**config.mk**
```make
export PLATFORM = sky130hd
export DESIGN_NAME = irq_controller_flat
export DESIGN_NICKNAME = d
export VERILOG_FILES = /design/src/rtl/irq_controller_if.sv /design/src/rtl/irq_controller.sv /design/src/flat_wrapper.sv
export SDC_FILE = /design/constraint.sdc
export NUM_CORES = 1
export LEC_CHECK = 0
export BUFFER_PORTS_ARGS = -buffer_cell sky130_fd_sc_hd__clkbuf_2
export CAP_MARGIN = 5
export CORE_MARGIN = 5
export CORE_UTILIZATION = 50
export DETAILED_ROUTE_END_ITERATION = 7
export HOLD_SLACK_MARGIN = 0.08
export PLACE_DENSITY = 0.83
export SETUP_SLACK_MARGIN = 0.15
export SYNTH_ARGS = -nofsm -noshare
export SYNTH_HDL_FRONTEND = slang
export SYNTH_SLANG_ARGS = --single-unit
```
**constraint.sdc**
```tcl
create_clock -name clk -period 3.25 [get_ports clk]
set_clock_uncertainty 0.2 [all_clocks]
set_input_delay 0.65 -clock clk [delete_from_list [all_inputs] [get_ports clk]]
set_output_delay 0.65 -clock clk [all_outputs]
set_load 0.1 [all_outputs]
```
**src/rtl/irq_controller_if.sv**
```systemverilog
// Peripheral/core/config-bus bundle for irq_controller.
// master = core + peripherals + config host; slave = the controller.
interface irq_controller_if #(
  parameter int unsigned NUM_SRC = 8,
  parameter int unsigned ID_W    = 4
);
  logic [NUM_SRC-1:0] irq_src;
  logic               reg_wr;
  logic [1:0]         reg_addr;
  logic [31:0]        reg_wdata;
  logic [31:0]        reg_rdata;
  logic               interrput;
  logic [ID_W-1:0]    irq_id;
  logic               irq_ack;
  logic               irq_eoi;

  modport master (
    output irq_src, reg_wr, reg_addr, reg_wdata, irq_ack, irq_eoi,
    input  reg_rdata, interrput, irq_id
  );

  modport slave (
    input  irq_src, reg_wr, reg_addr, reg_wdata, irq_ack, irq_eoi,
    output reg_rdata, interrput, irq_id
  );
endinterface

```
**src/rtl/irq_controller.sv**
```systemverilog
// Edge-triggered interrupt controller: pending/mask registers, lowest-index priority, ack/eoi handshake.
// Define IRQ_SYNC_EN to insert a 2-flop synchronizer on irq_src (edge-to-request latency 4 instead of 2).
module irq_controller #(
  parameter int unsigned NUM_SRC = 8,
  parameter int unsigned ID_W    = 4
) (
  input  logic              clk,
  input  logic              rst,
  irq_controller_if.slave   bus
);

  typedef enum logic [1:0] {
    S_IDLE    = 2'd0,
    S_REQ     = 2'd1,
    S_SERVICE = 2'd2
  } state_t;

  state_t             r_state;
  state_t             w_state_nxt;
  logic               r_irq;
  logic               w_irq_nxt;
  logic [ID_W-1:0]    r_id;
  logic [ID_W-1:0]    w_id_nxt;
  logic [ID_W-1:0]    w_lowest;
  logic [NUM_SRC-1:0] r_mask;
  logic [NUM_SRC-1:0] r_pending;
  logic [NUM_SRC-1:0] r_prev;
  logic [NUM_SRC-1:0] w_src;
  logic [NUM_SRC-1:0] w_edge;
  logic [NUM_SRC-1:0] w_active;
  logic [NUM_SRC-1:0] w_sel;
  logic [NUM_SRC-1:0] w_ack_clr;
  logic [NUM_SRC-1:0] w_w1c;
  logic               w_mask_wr;
  logic               w_unused_wdata;

`ifdef IRQ_SYNC_EN
  logic [NUM_SRC-1:0] r_sync1;
  logic [NUM_SRC-1:0] r_sync2;

  always_ff @(posedge clk) begin
    if (rst) begin
      r_sync1 <= '0;
      r_sync2 <= '0;
    end else begin
      r_sync1 <= bus.irq_src;
      r_sync2 <= r_sync1;
    end
  end

  assign w_src = r_sync2;
`else
  assign w_src = bus.irq_src;
`endif

  assign w_edge         = w_src & ~r_prev;
  assign w_active       = r_pending & r_mask;
  assign w_sel          = NUM_SRC'(1) << r_id;
  assign w_mask_wr      = bus.reg_wr && (bus.reg_addr == 2'd0);
  assign w_w1c          = (bus.reg_wr && (bus.reg_addr == 2'd1)) ? bus.reg_wdata[NUM_SRC-1:0] : '0;
  assign w_unused_wdata = ^bus.reg_wdata[31:NUM_SRC];

  // Descending scan so the lowest active index is the final assignment.
  always_comb begin
    w_lowest = '0;
    for (int unsigned i = NUM_SRC; i > 0; i--) begin
      if (w_active[i-1]) w_lowest = ID_W'(i - 1);
    end
  end

  always_comb begin
    w_state_nxt = r_state;
    w_irq_nxt   = r_irq;
    w_id_nxt    = r_id;
    w_ack_clr   = '0;
    case (r_state)
      S_IDLE: begin
        if (|w_active) begin
          w_state_nxt = S_REQ;
          w_irq_nxt   = 1'b1;
          w_id_nxt    = w_lowest;
        end
      end
      S_REQ: begin
        if (bus.irq_ack) begin
          w_state_nxt = S_SERVICE;
          w_irq_nxt   = 1'b0;
          w_ack_clr   = w_sel;
        end else if (!(|(w_sel & r_mask & r_pending))) begin
          w_state_nxt = S_IDLE;
          w_irq_nxt   = 1'b0;
        end
      end
      S_SERVICE: begin
        w_irq_nxt = 1'b0;
        if (bus.irq_eoi) w_state_nxt = S_IDLE;
      end
      default: begin
        w_state_nxt = S_IDLE;
        w_irq_nxt   = 1'b0;
      end
    endcase
  end

  // A fresh edge wins over both the ack clear and a W1C of the same bit.
  always_ff @(posedge clk) begin
    if (rst) begin
      r_state   <= S_IDLE;
      r_irq     <= 1'b0;
      r_id      <= '0;
      r_mask    <= '0;
      r_pending <= '0;
      r_prev    <= '0;
    end else begin
      r_state   <= w_state_nxt;
      r_irq     <= w_irq_nxt;
      r_id      <= w_id_nxt;
      r_prev    <= w_src;
      r_pending <= (r_pending & ~w_ack_clr & ~w_w1c) | w_edge;
      if (w_mask_wr) r_mask <= bus.reg_wdata[NUM_SRC-1:0];
    end
  end

  always_comb begin
    bus.reg_rdata = '0;
    case (bus.reg_addr)
      2'd0: bus.reg_rdata[NUM_SRC-1:0] = r_mask;
      2'd1: bus.reg_rdata[NUM_SRC-1:0] = r_pending;
      2'd2: begin
        bus.reg_rdata[1:0]      = r_state;
        bus.reg_rdata[8 +: ID_W] = r_id;
      end
      default: bus.reg_rdata = '0;
    endcase
  end

  assign bus.interrput = r_irq;
  assign bus.irq_id    = r_id;

endmodule

```
**src/flat_wrapper.sv**
```systemverilog
// flat-port wrapper written by rule: the top's interface ports become plain ports
module irq_controller_flat 
#(
  parameter int unsigned NUM_SRC = 8,
  parameter int unsigned ID_W    = 4
)
  (clk, rst, bus_irq_src, bus_reg_wr, bus_reg_addr, bus_reg_wdata, bus_irq_ack, bus_irq_eoi, bus_reg_rdata, bus_interrput, bus_irq_id);
  irq_controller_if #(.NUM_SRC(NUM_SRC), .ID_W(ID_W)) bus_i ();
  input  logic clk;
  input  logic rst;
  input wire logic [$bits(bus_i.irq_src)-1:0] bus_irq_src;
  input wire logic [$bits(bus_i.reg_wr)-1:0] bus_reg_wr;
  input wire logic [$bits(bus_i.reg_addr)-1:0] bus_reg_addr;
  input wire logic [$bits(bus_i.reg_wdata)-1:0] bus_reg_wdata;
  input wire logic [$bits(bus_i.irq_ack)-1:0] bus_irq_ack;
  input wire logic [$bits(bus_i.irq_eoi)-1:0] bus_irq_eoi;
  output wire logic [$bits(bus_i.reg_rdata)-1:0] bus_reg_rdata;
  output wire logic [$bits(bus_i.interrput)-1:0] bus_interrput;
  output wire logic [$bits(bus_i.irq_id)-1:0] bus_irq_id;
  assign bus_i.irq_src = bus_irq_src;
  assign bus_i.reg_wr = bus_reg_wr;
  assign bus_i.reg_addr = bus_reg_addr;
  assign bus_i.reg_wdata = bus_reg_wdata;
  assign bus_i.irq_ack = bus_irq_ack;
  assign bus_i.irq_eoi = bus_irq_eoi;
  assign bus_reg_rdata = bus_i.reg_rdata;
  assign bus_interrput = bus_i.interrput;
  assign bus_irq_id = bus_i.irq_id;
  irq_controller #(.NUM_SRC(NUM_SRC), .ID_W(ID_W)) u_core (.clk(clk), .rst(rst), .bus(bus_i));
endmodule
```
==> summary.md, run 1 <==
| Metric | Value |
|---|---|
| Max Cap Viol | 0 |
| Cts hold-fix bufs | 0 |
| Placed insts | 275 |
| Sequential share of power | 44.9% |
| Final Hold Fails | 0 |
| Antenna violations before repair | 0 |
| Cell taking the most area after synthesis | dfxtp_1 |
| Buffers added on ports | 37 |
| Final min period | 2.70 ns |
| Share of cells above drive strength 1 | 24.9% |
| Reg clk slew, reported paths | 0.09 ns |
| Least-Margin Pin Slew | 0.811 ns |
| GRT overflow | 0 |
| Pint | 0.551 mW |
| Io pins | 84 |
| CP required | 2.40 ns |
| Register bit total from synthesis | 30 |
| Yosys cell types | 42 |
| Sum Neg Setup Slack | 0 ns |
| CP Capture Type | primary output |
| Largest net degree at the start of global routing | 33 |
| Number of buffers created by CTS | 5 |
| Post-Synth Simple-Gate Area | 23.8% |
| Psw | 0.394 mW |
| GPL Wtd Cong | 0.839 |
| CP Launch Type | primary input |
| Final setup margin | 0.551 ns |
| Post-synthesis mux area share | 8.86% |
| Post-synthesis xor/xnor area fraction | 0% |
| # diodes | 0 |
| Initial core utilization | 52.9% |
| Die Y-Extent | 70.1 um |
| Uppermost routed layer | met4 |
| Syn avg cell area | 8.90 sq um |
| Clock tree buffer depth | 2 |
| Peak supply drop | 0.000293 V |
| Post-synth EDFFs | 0 |
| Worst slack, placed | 0.553 ns |
| Pwr dens | 480 nW/um^2 |
| Ys async rst share | 0% |
| Worst slew margin | 45.7% |
| Die area | 4920 sq um |
| Residual DRC | 0 |
| Most frequent cells in the layout | clkbuf_2 (37), dfxtp_1 (30), conb_1 (22) |
| # fillers | 340 |
| Sink Count | 30 |
| Largest delay share family, worst path | buffers and inverters |
| Vias per inst | 5.22 |
| Synth Cell Area | 1810 sq um |
| CP arrival | 1.85 ns |
| Hold Path Class | reg2reg |
| RSZ-0062 raised after global routing | no |
| CTS tree | yes |
| Most common cell after layout, fill and taps aside | clkbuf_2 |
| Crit Path Max Fanout | 11 |
| Most frequent CP cell | clkbuf_2 |
| Sw Share | 41.7% |
| Detailed-route via count | 1,476 |
| Design Area, Final | 1970 sq um |
| Vias in the first global route | 1,413 |
| Ranking of synthesized cells by area | dfxtp_1 (33%), buf_4 (10%), mux2i_1 (8.9%), nor2_1 (4.4%), nor2b_1 (3.5%) |
| Core area | 3420 sq um |
| Status | finished, final reports clean |
| Layout area overhead | 8.80% |
| Std cell rows | 21 |
| Critical path type | in2out |
| Leakage | 0.900 nW |
| Post-synth top flop | dfxtp_1 |
| Post-CTS repair timing setup buffer count | 0 |
| CP max stage cell | clkbuf_2 |
| Synth Area in Compound Gates | 19.0% |
| Buffers and inverters on the worst path | 2 |
| Mapped Cells | 203 |
| DRT iter0 DRCs | 87 |
| Largest family of logic cells by synthesized area | simple AND/OR/NAND/NOR gates |
| Slew Limit Fails | 0 |
| Final period utilization | 83.0% |
| Nets | 283 |
| Register area share after synthesis | 33.2% |
| First-pass GRT wire length | 6.76 mm |
| Wire length on met3 | 370 um |
| Metal-1 WL | 1.65 mm |
| Finished Layout Cells | 283 |
| GR Util All Layers | 17.4% |
| CTS H-tree depth | 2 |
| Post-CTS sizing | 0 |
| Final HPWL DP | 3.02 mm |
| Post-route ant nets | 0 |
| Setup violators final | 0 |
| Area after DPL | 1910 sq um |
| Die Wd | 70.1 um |
| Fmax | 370 MHz |
| Worst-skew pair later-pin latency | 0.34 ns |
| Synth Warn # | 0 |
| Worst path cell trace | clkbuf_2 > nor2b_1 > nand2_1 > o21ai_2 > clkbuf_2 |
| Root Buffer | clkbuf_4 |
| Clock Power Share | 24.8% |
| Power share of the combinational group | 30.3% |
| Routed wl met2 | 1.94 mm |
| Routed wire length | 4.01 mm |
| Synth Area in Adders | 0% |
| TritonRoute pass-1 iters | 4 |
| Post-layout util | 57.5% |
| Yosys top cell area share | 33.2% |
| Routed len/inst | 14.2 um |
| Max incr delay on CP | 0.46 ns |
[layout make-up]
cell class              count  area (sq um)  area share (%)
clock buffers               7          55.1            2.80
clock inverters             1          5.00           0.255
inverters                  10          37.5            1.91
multi-input cells         152          1020            52.1
flip-flops and latches     30           601            30.6
well taps                  46          57.6            2.93
repair buffers             37           185            9.42
[sequential cells by signal, indices dropped and copies added, names as in the netlist]
signal,count
u_core.r_state,2
u_core.r_pending,8
u_core.bus.irq_id,3
u_core.r_prev,8
u_core.bus.interrput,1
u_core.r_mask,8
[power groups by stage]
stage	clock, mW	sequential (mW)	combinational, mW
floorplan	0	0.442	0.256
finish	0.234	0.424	0.286
detailed placement	0	0.432	0.286
CTS	0.245	0.423	0.287
global placement	0	0.430	0.283
global route	0.266	0.428	0.302
[per-layer routing]
layer | up-vias | track usage [%]
li1 | 734 | -
met1 | 674 | 20.7
met2 | 62 | 27.7
met3 | 6 | 7.03
met4 | 0 | 6.81
met5 | - | 0
[final timing paths]
kind                   startpoint                   end  slack (ns)  depth (start not counted)
min              u_core.r_prev[0]   u_core.r_pending[0]        0.26                          2
min reg2reg      u_core.r_prev[0]   u_core.r_pending[0]        0.26                          2
max               bus_reg_addr[1]      bus_reg_rdata[1]        0.55                          5
max reg2reg  u_core.bus.irq_id[0]  u_core.bus.interrput        1.52                          4
[tightest hold or removal path: cells and delay by family (launching register included)]
kind                   cells  cell delay [ns]
AOI/OAI and AO/OA          1             0.09
buffers and inverters      1             0.04
DFF                        1             0.31
[cell usage after synthesis, types with 2 or more instances]
master and instances:
a211oi_1 3, a21o_1 6, a21oi_1 8, a221oi_1 4
a221oi_2 2, a22o_1 2, a22oi_2 3, a32o_1 2
and2_1 3, buf_2 4, buf_4 24, buf_6 2
clkbuf_1 2, dfxtp_1 30, inv_1 10, mux2i_1 16
nand2_1 9, nand2b_1 9, nand3_1 3, nand4_1 3
nand4b_1 2, nand4bb_1 2, nor2_1 21, nor2b_1 10
nor3_1 4, o21ai_0 3
[through the flow]
step / hold WS (ns) / power, mW
floorplan: 0.230 / 0.698
global placement: 0.232 / 0.714
detailed placement: 0.247 / 0.718
CTS: 0.267 / 0.955
global route: 0.288 / 0.997
finish: 0.260 / 0.944
[kinds of logic (layout without fill, tap and decap cells)]
group / after synthesis / after routing
AOI/OAI and AO/OA: 40 / 40
buffers and inverters: 42 / 55
DFF: 30 / 30
muxes: 16 / 16
other: 1 / 22
and+or+nand+nor: 74 / 74
No activity file was read; power rests on OpenSTA's default activity.
==> run 2, diff against run 1 <==
Settings changed: CORE_UTILIZATION 50 to 42, PLACE_DENSITY 0.83 to 0.74.
Clock period 3.25 ns to 2.3 ns, I/O delays scaled along.
==> summary.md, run 2 (synthesis gave the netlist of run 1 again) <==
| Metric | Value |
|---|---|
| Most frequent cells in the layout | dfxtp_1 (27), clkbuf_2 (26), conb_1 (22) (was clkbuf_2 (37), dfxtp_1 (30), conb_1 (22)) |
| CP required | 1.64 ns (was 2.40 ns) |
| WHS Path Cells | 2 (unchanged) |
| Number of buffers created by CTS | 5 (unchanged) |
| Max Cap Viol | 0 (unchanged) |
| Met1 Use GR | 18.7% (was 20.7%) |
| Pwr dens | 666 nW/um^2 (was 480 nW/um^2) |
| Hold Path Class | in2reg (was reg2reg) |
| Final Hold Fails | 0 (unchanged) |
| Post-layout util | 54.4% (was 57.5%) |
| Sum Neg Setup Slack | 0 ns (unchanged) |
| Antenna violations before repair | 0 (unchanged) |
| Peak supply drop | 0.000450 V (was 0.000293 V) |
| Leakage | 0.977 nW (was 0.900 nW) |
| Die Wd | 75.6 um (was 70.1 um) |
| Hold WS | 0.228 ns (was 0.260 ns) |
| Routed wire length | 4.07 mm (was 4.01 mm) |
| Crit Path Max Fanout | 7 (was 11) |
| R2R Path Start | u_core.bus.irq_id[0] (unchanged) |
| Most common cell after layout, fill and taps aside | dfxtp_1 (was clkbuf_2) |
| Core area | 4090 sq um (was 3420 sq um) |
| Residual DRC | 0 (unchanged) |
| # diodes | 0 (unchanged) |
| GR Util All Layers | 15.6% (was 17.4%) |
| Final min period | 2.01 ns |
| Worst slack, placed | 0.232 ns (was 0.553 ns) |
| Post-CTS repair timing setup buffer count | 0 (unchanged) |
| Multi-input logic area | 1050 sq um (was 1020 sq um) |
| Reg clk slew, reported paths | 0.06 ns (was 0.09 ns) |
| Worst-skew pair later-pin latency | 0.28 ns (was 0.34 ns) |
| CP Launch Type | primary input (unchanged) |
| DRT iter0 DRCs | 133 (was 87) |
| R2r worst-path depth | 4 (unchanged) |
| Post-route ant nets | 0 (unchanged) |
| Critical path type | in2out (unchanged) |
| Finished Layout Cells | 291 (was 283) |
| Reg area | 604 sq um (was 601 sq um) |
| Share of cells above drive strength 1 | 31.5% (was 24.9%) |
| Least-Margin Pin Slew | 0.542 ns (was 0.811 ns) |
| Std cell rows | 23 (was 21) |
| R2r endpoint | u_core.bus.interrput (unchanged) |
| Routed len/inst | 14.0 um (was 14.2 um) |
| Initial core utilization | 44.2% (was 52.9%) |
| Clock tree buffer depth | 2 (unchanged) |
| Layout area overhead | 23.0% (was 8.80%) |
| Root Buffer | clkbuf_8 (was clkbuf_4) |
| CTS H-tree depth | 2 (unchanged) |
| R2r setup slk | 0.73 ns (was 1.52 ns) |
| CP arrival | 1.35 ns (was 1.85 ns) |
| Worst slew margin | 64.1% (was 45.7%) |
| # fillers | 383 (was 340) |
| Final setup margin | 0.294 ns (was 0.551 ns) |
| Largest net degree at the start of global routing | 29 (was 33) |
| GPL Wtd Cong | 0.872 (was 0.839) |
| TritonRoute pass-1 iters | 4 (unchanged) |
| Vias in the first global route | 1,454 (was 1,413) |
| Buffers added on ports | 37 (unchanged) |
| Io pins | 84 (unchanged) |
| Detailed-route via count | 1,491 (was 1,476) |
| Fmax | 499 MHz |
| RSZ-0062 raised after global routing | no (unchanged) |
| Placed insts | 283 (was 275) |
| Grt met3 use | 4.62% (was 7.03%) |
| Top flop regs | u_core.r_mask (8), u_core.r_pending (8), u_core.r_prev (8) (unchanged) |
| Gr busiest metal | met2 (unchanged) |
| Sink Count | 30 (unchanged) |
| Die Y-Extent | 75.6 um (was 70.1 um) |
| Min-delay src | bus_irq_src[0] (was u_core.r_prev[0]) |
| Final HPWL DP | 3.11 mm (was 3.02 mm) |
| Slew Limit Fails | 0 (unchanged) |
| Met2 usage in global routing | 25.5% (was 27.7%) |
| Die area | 5710 sq um (was 4920 sq um) |
| Status | finished, final reports clean (unchanged) |
| First-pass GRT wire length | 6.68 mm (was 6.76 mm) |
| GRT overflow | 0 (unchanged) |
| Endpoint, Worst Hold | u_core.r_prev[0] (was u_core.r_pending[0]) |
| CP Capture Type | primary output (unchanged) |
| Vias per inst | 5.12 (was 5.22) |
| Nets | 287 (was 283) |
| Final period utilization | 87.2% |
| Setup violators final | 0 (unchanged) |
| CTS tree | yes (unchanged) |
## run 2: cell types whose count changed in the layout (fill, tap and decap cells not counted), moves of 5 or more
cell      before  now
nor2_1        21   15
buf_12         0   11
clkbuf_4       5    0
clkbuf_2      37   26
clkbuf_8       1    6
nor2_2         1    7
## run 2: timing repair
item	in CTS	in global routing
hold endpoints to repair	0	0
hold buffers	0	0
resized for setup	0	1
endpoints found under the setup margin	0	3
## run 2: report_power, final
part / total [mW] / internal, mW / switching (mW)
registers: 0.601 / 0.553 / 0.0477
clock network: 0.435 / 0.241 / 0.194
logic: 0.444 / 0.109 / 0.335
## run 2: how the worst max path moves through the flow
| stage | startpoint | endpoint | slack, ns |
|---|---|---|---|
| floorplan | bus_reg_addr[0] | bus_reg_rdata[1] | 0.06 |
| global placement | bus_reg_addr[0] | bus_reg_rdata[1] | 0.26 |
| detailed placement | bus_reg_addr[0] | bus_reg_rdata[1] | 0.23 |
| CTS | bus_reg_addr[0] | bus_reg_rdata[1] | 0.23 |
| global route | bus_reg_addr[0] | bus_reg_rdata[6] | 0.24 |
| finish | bus_reg_addr[0] | bus_reg_rdata[6] | 0.29 |
## run 2: routing by layer
metal  wire length, um  up-vias
met1              1730      695
met5                 0        -
met3               266        6
met2              2000       47
met4                77        0
li1                  -      743
## run 2: worst max-delay path, cell delays in order
cell and delay, ns:
clkbuf_2 0.21, buf_4 0.20, mux2i_1 0.23, nor2_2 0.07, buf_12 0.17
## run 2: cell type report
class                      instances  area share (%)
clock inverter                     1           0.225
clock buffer                       7            3.89
sequential                        30            27.2
inverter                          10            1.69
multi-input combinational        152            47.1
timing repair buffer              41            17.1
tap                               50            2.82
## run 2: metrics by stage
stage	power, mW	instance area [sq um]
after floorplan	0.991	1920
after global placement	1.05	2130
after detailed placement	1.05	2130
after CTS	1.49	2220
after global routing	1.54	2220
final	1.48	2220
==> run 3, diff against run 2 <==
Settings changed: RECOVER_POWER set to 25.
==> summary.md, run 3 (synthesis gave the netlist of run 1 again) <==
| Metric | Value |
|---|---|
| Status | finished, final reports clean (unchanged) |
| CP required | 1.64 ns (about the same) |
| # diodes | 0 (unchanged) |
| Leakage | 0.970 nW (was 0.977 nW) |
| Detailed-route via count | 1,501 (was 1,491) |
| Worst-skew pair later-pin latency | 0.28 ns (about the same) |
| Most common cell after layout, fill and taps aside | dfxtp_1 (unchanged) |
| WHS Path Cells | 2 (unchanged) |
| TritonRoute pass-1 iters | 4 (unchanged) |
| CP Launch Type | primary input (unchanged) |
| Final period utilization | 87.2% (about the same) |
| Finished Layout Cells | 291 (unchanged) |
| Initial core utilization | 44.2% (unchanged) |
| Multi-input logic area | 1050 sq um (unchanged) |
| Largest net degree at the start of global routing | 29 (unchanged) |
| Top flop regs | u_core.r_mask (8), u_core.r_pending (8), u_core.r_prev (8) (unchanged) |
| # fillers | 384 (was 383) |
| GRT overflow | 0 (unchanged) |
| Sequential share of power | 40.6% (about the same) |
| Setup violators final | 0 (unchanged) |
| Psw | 0.576 mW (was 0.577 mW) |
| Cts hold-fix bufs | 0 (unchanged) |
| Root Buffer | clkbuf_8 (unchanged) |
| Die Y-Extent | 75.6 um (unchanged) |
| DRT iter0 DRCs | 154 (was 133) |
| RSZ-0062 raised after global routing | no (unchanged) |
| Vias in the first global route | 1,454 (unchanged) |
| First-pass GRT wire length | 6.68 mm (unchanged) |
| Reg area | 604 sq um (unchanged) |
| Io pins | 84 (unchanged) |
| Buffers added on ports | 37 (unchanged) |
| Critical path type | in2out (unchanged) |
| Reg clk slew, reported paths | 0.06 ns (about the same) |
| Clock tree buffer depth | 2 (unchanged) |
| Residual DRC | 0 (unchanged) |
| Final Hold Fails | 0 (unchanged) |
| CTS H-tree depth | 2 (unchanged) |
| Least-Margin Pin Slew | 1.09 ns (was 0.542 ns) |
| Antenna violations before repair | 0 (unchanged) |
| Std cell rows | 23 (unchanged) |
| Pwr dens | 667 nW/um^2 (was 666 nW/um^2) |
| Clock Power Share | 29.4% (about the same) |
| Peak supply drop | 0.000453 V (was 0.000450 V) |
| Pint | 0.902 mW (was 0.903 mW) |
| Hold Path Class | in2reg (unchanged) |
| CP Capture Type | primary output (unchanged) |
| Sw Share | 39.0% (about the same) |
| Crit Path Max Fanout | 7 (unchanged) |
| Nets | 287 (unchanged) |
| Fmax | 499 MHz (about the same) |
| Max Cap Viol | 0 (unchanged) |
| Die Wd | 75.6 um (unchanged) |
| Core area | 4090 sq um (unchanged) |
| R2r worst-path depth | 4 (unchanged) |
| Final HPWL DP | 3.11 mm (unchanged) |
| CP arrival | 1.35 ns (about the same) |
| Die area | 5710 sq um (unchanged) |
| Share of cells above drive strength 1 | 30.7% (was 31.5%) |
| Routed wire length | 4.05 mm (was 4.07 mm) |
| Layout area overhead | 22.7% (was 23.0%) |
| Vias per inst | 5.16 (was 5.12) |
| Worst slew margin | 27.5% (was 64.1%) |
| Slew Limit Fails | 0 (unchanged) |
| Power share of the combinational group | 30.0% (about the same) |
| CTS tree | yes (unchanged) |
| Final min period | 2.01 ns (about the same) |
| Most frequent cells in the layout | dfxtp_1 (27), clkbuf_2 (25), conb_1 (22) (was dfxtp_1 (27), clkbuf_2 (26), conb_1 (22)) |
| Sum Neg Setup Slack | 0 ns (unchanged) |
| Post-route ant nets | 0 (unchanged) |
| Number of buffers created by CTS | 5 (unchanged) |
| Routed len/inst | 13.9 um (was 14.0 um) |
| Placed insts | 283 (unchanged) |
| Sink Count | 30 (unchanged) |
| GR Util All Layers | 15.6% (unchanged) |
| GPL Wtd Cong | 0.872 (unchanged) |
[run 3: cell types whose count changed in the layout (fill, tap and decap cells not counted)]
cell	change
clkbuf_2	-1
clkbuf_1	+2
buf_4	-1
[run 3: path summary, 6_finish.rpt]
check	from	end	slack [ns]
hold / removal	bus_irq_src[6]	u_core.r_prev[6]	0.23
hold reg to reg	u_core.r_prev[0]	u_core.r_pending[0]	0.25
setup / recovery	bus_reg_addr[0]	bus_reg_rdata[6]	0.29
setup reg to reg	u_core.bus.irq_id[0]	u_core.bus.interrput	0.73
[run 3: per-stage QoR]
step	worst slack [ns]	hold WS (ns)	area (sq um)	utilization, %	total power [mW]
finish	0.294	0.227	2220	54.3	1.48
detailed placement	0.232	0.242	2130	52.1	1.05
CTS	0.228	0.222	2220	54.3	1.49
global route	0.236	0.223	2220	54.3	1.54
global placement	0.264	0.232	2130	52.1	1.05
floorplan	0.0624	0.230	1920	-	0.991
[run 3: power groups by stage]
| stage | Combinational, mW | Sequential [mW] | Clock, mW |
|---|---|---|---|
| 3_3_place_gp | 0.439 | 0.608 | 0 |
| 2_1_floorplan | 0.366 | 0.625 | 0 |
| 4_1_cts | 0.445 | 0.599 | 0.442 |
| 3_5_place_dp | 0.444 | 0.611 | 0 |
| 5_1_grt | 0.467 | 0.606 | 0.466 |
| 6_report | 0.443 | 0.600 | 0.435 |
[run 3: per-layer routing]
metal	part of all wire, %	vias to the layer above	GRT usage [%]
met5	0	-	0
met4	1.9	0	7.18
li1	-	740	-
met3	6.8	6	4.62
met2	49	50	25.5
met1	42	705	18.7
[run 3: area by class of cell]
class | instances | share of cell area [%]
sequential | 30 | 27.3
clock buffer | 7 | 3.89
tap | 50 | 2.82
inverter | 10 | 1.69
multi-input combinational | 152 | 47.2
clock inverter | 1 | 0.226
timing repair buffer | 41 | 16.9
[run 3: timing repair]
| item | CTS | global route |
|---|---|---|
| setup endpoints to repair | 0 | 3 |
| setup buffers | 0 | 0 |
| gates resized for setup | 0 | 1 |
[run 3: worst max-delay path: stages]
cell and delay (ns):
clkbuf_2 0.22, buf_4 0.20, mux2i_1 0.23, nor2_2 0.07, buf_12 0.17
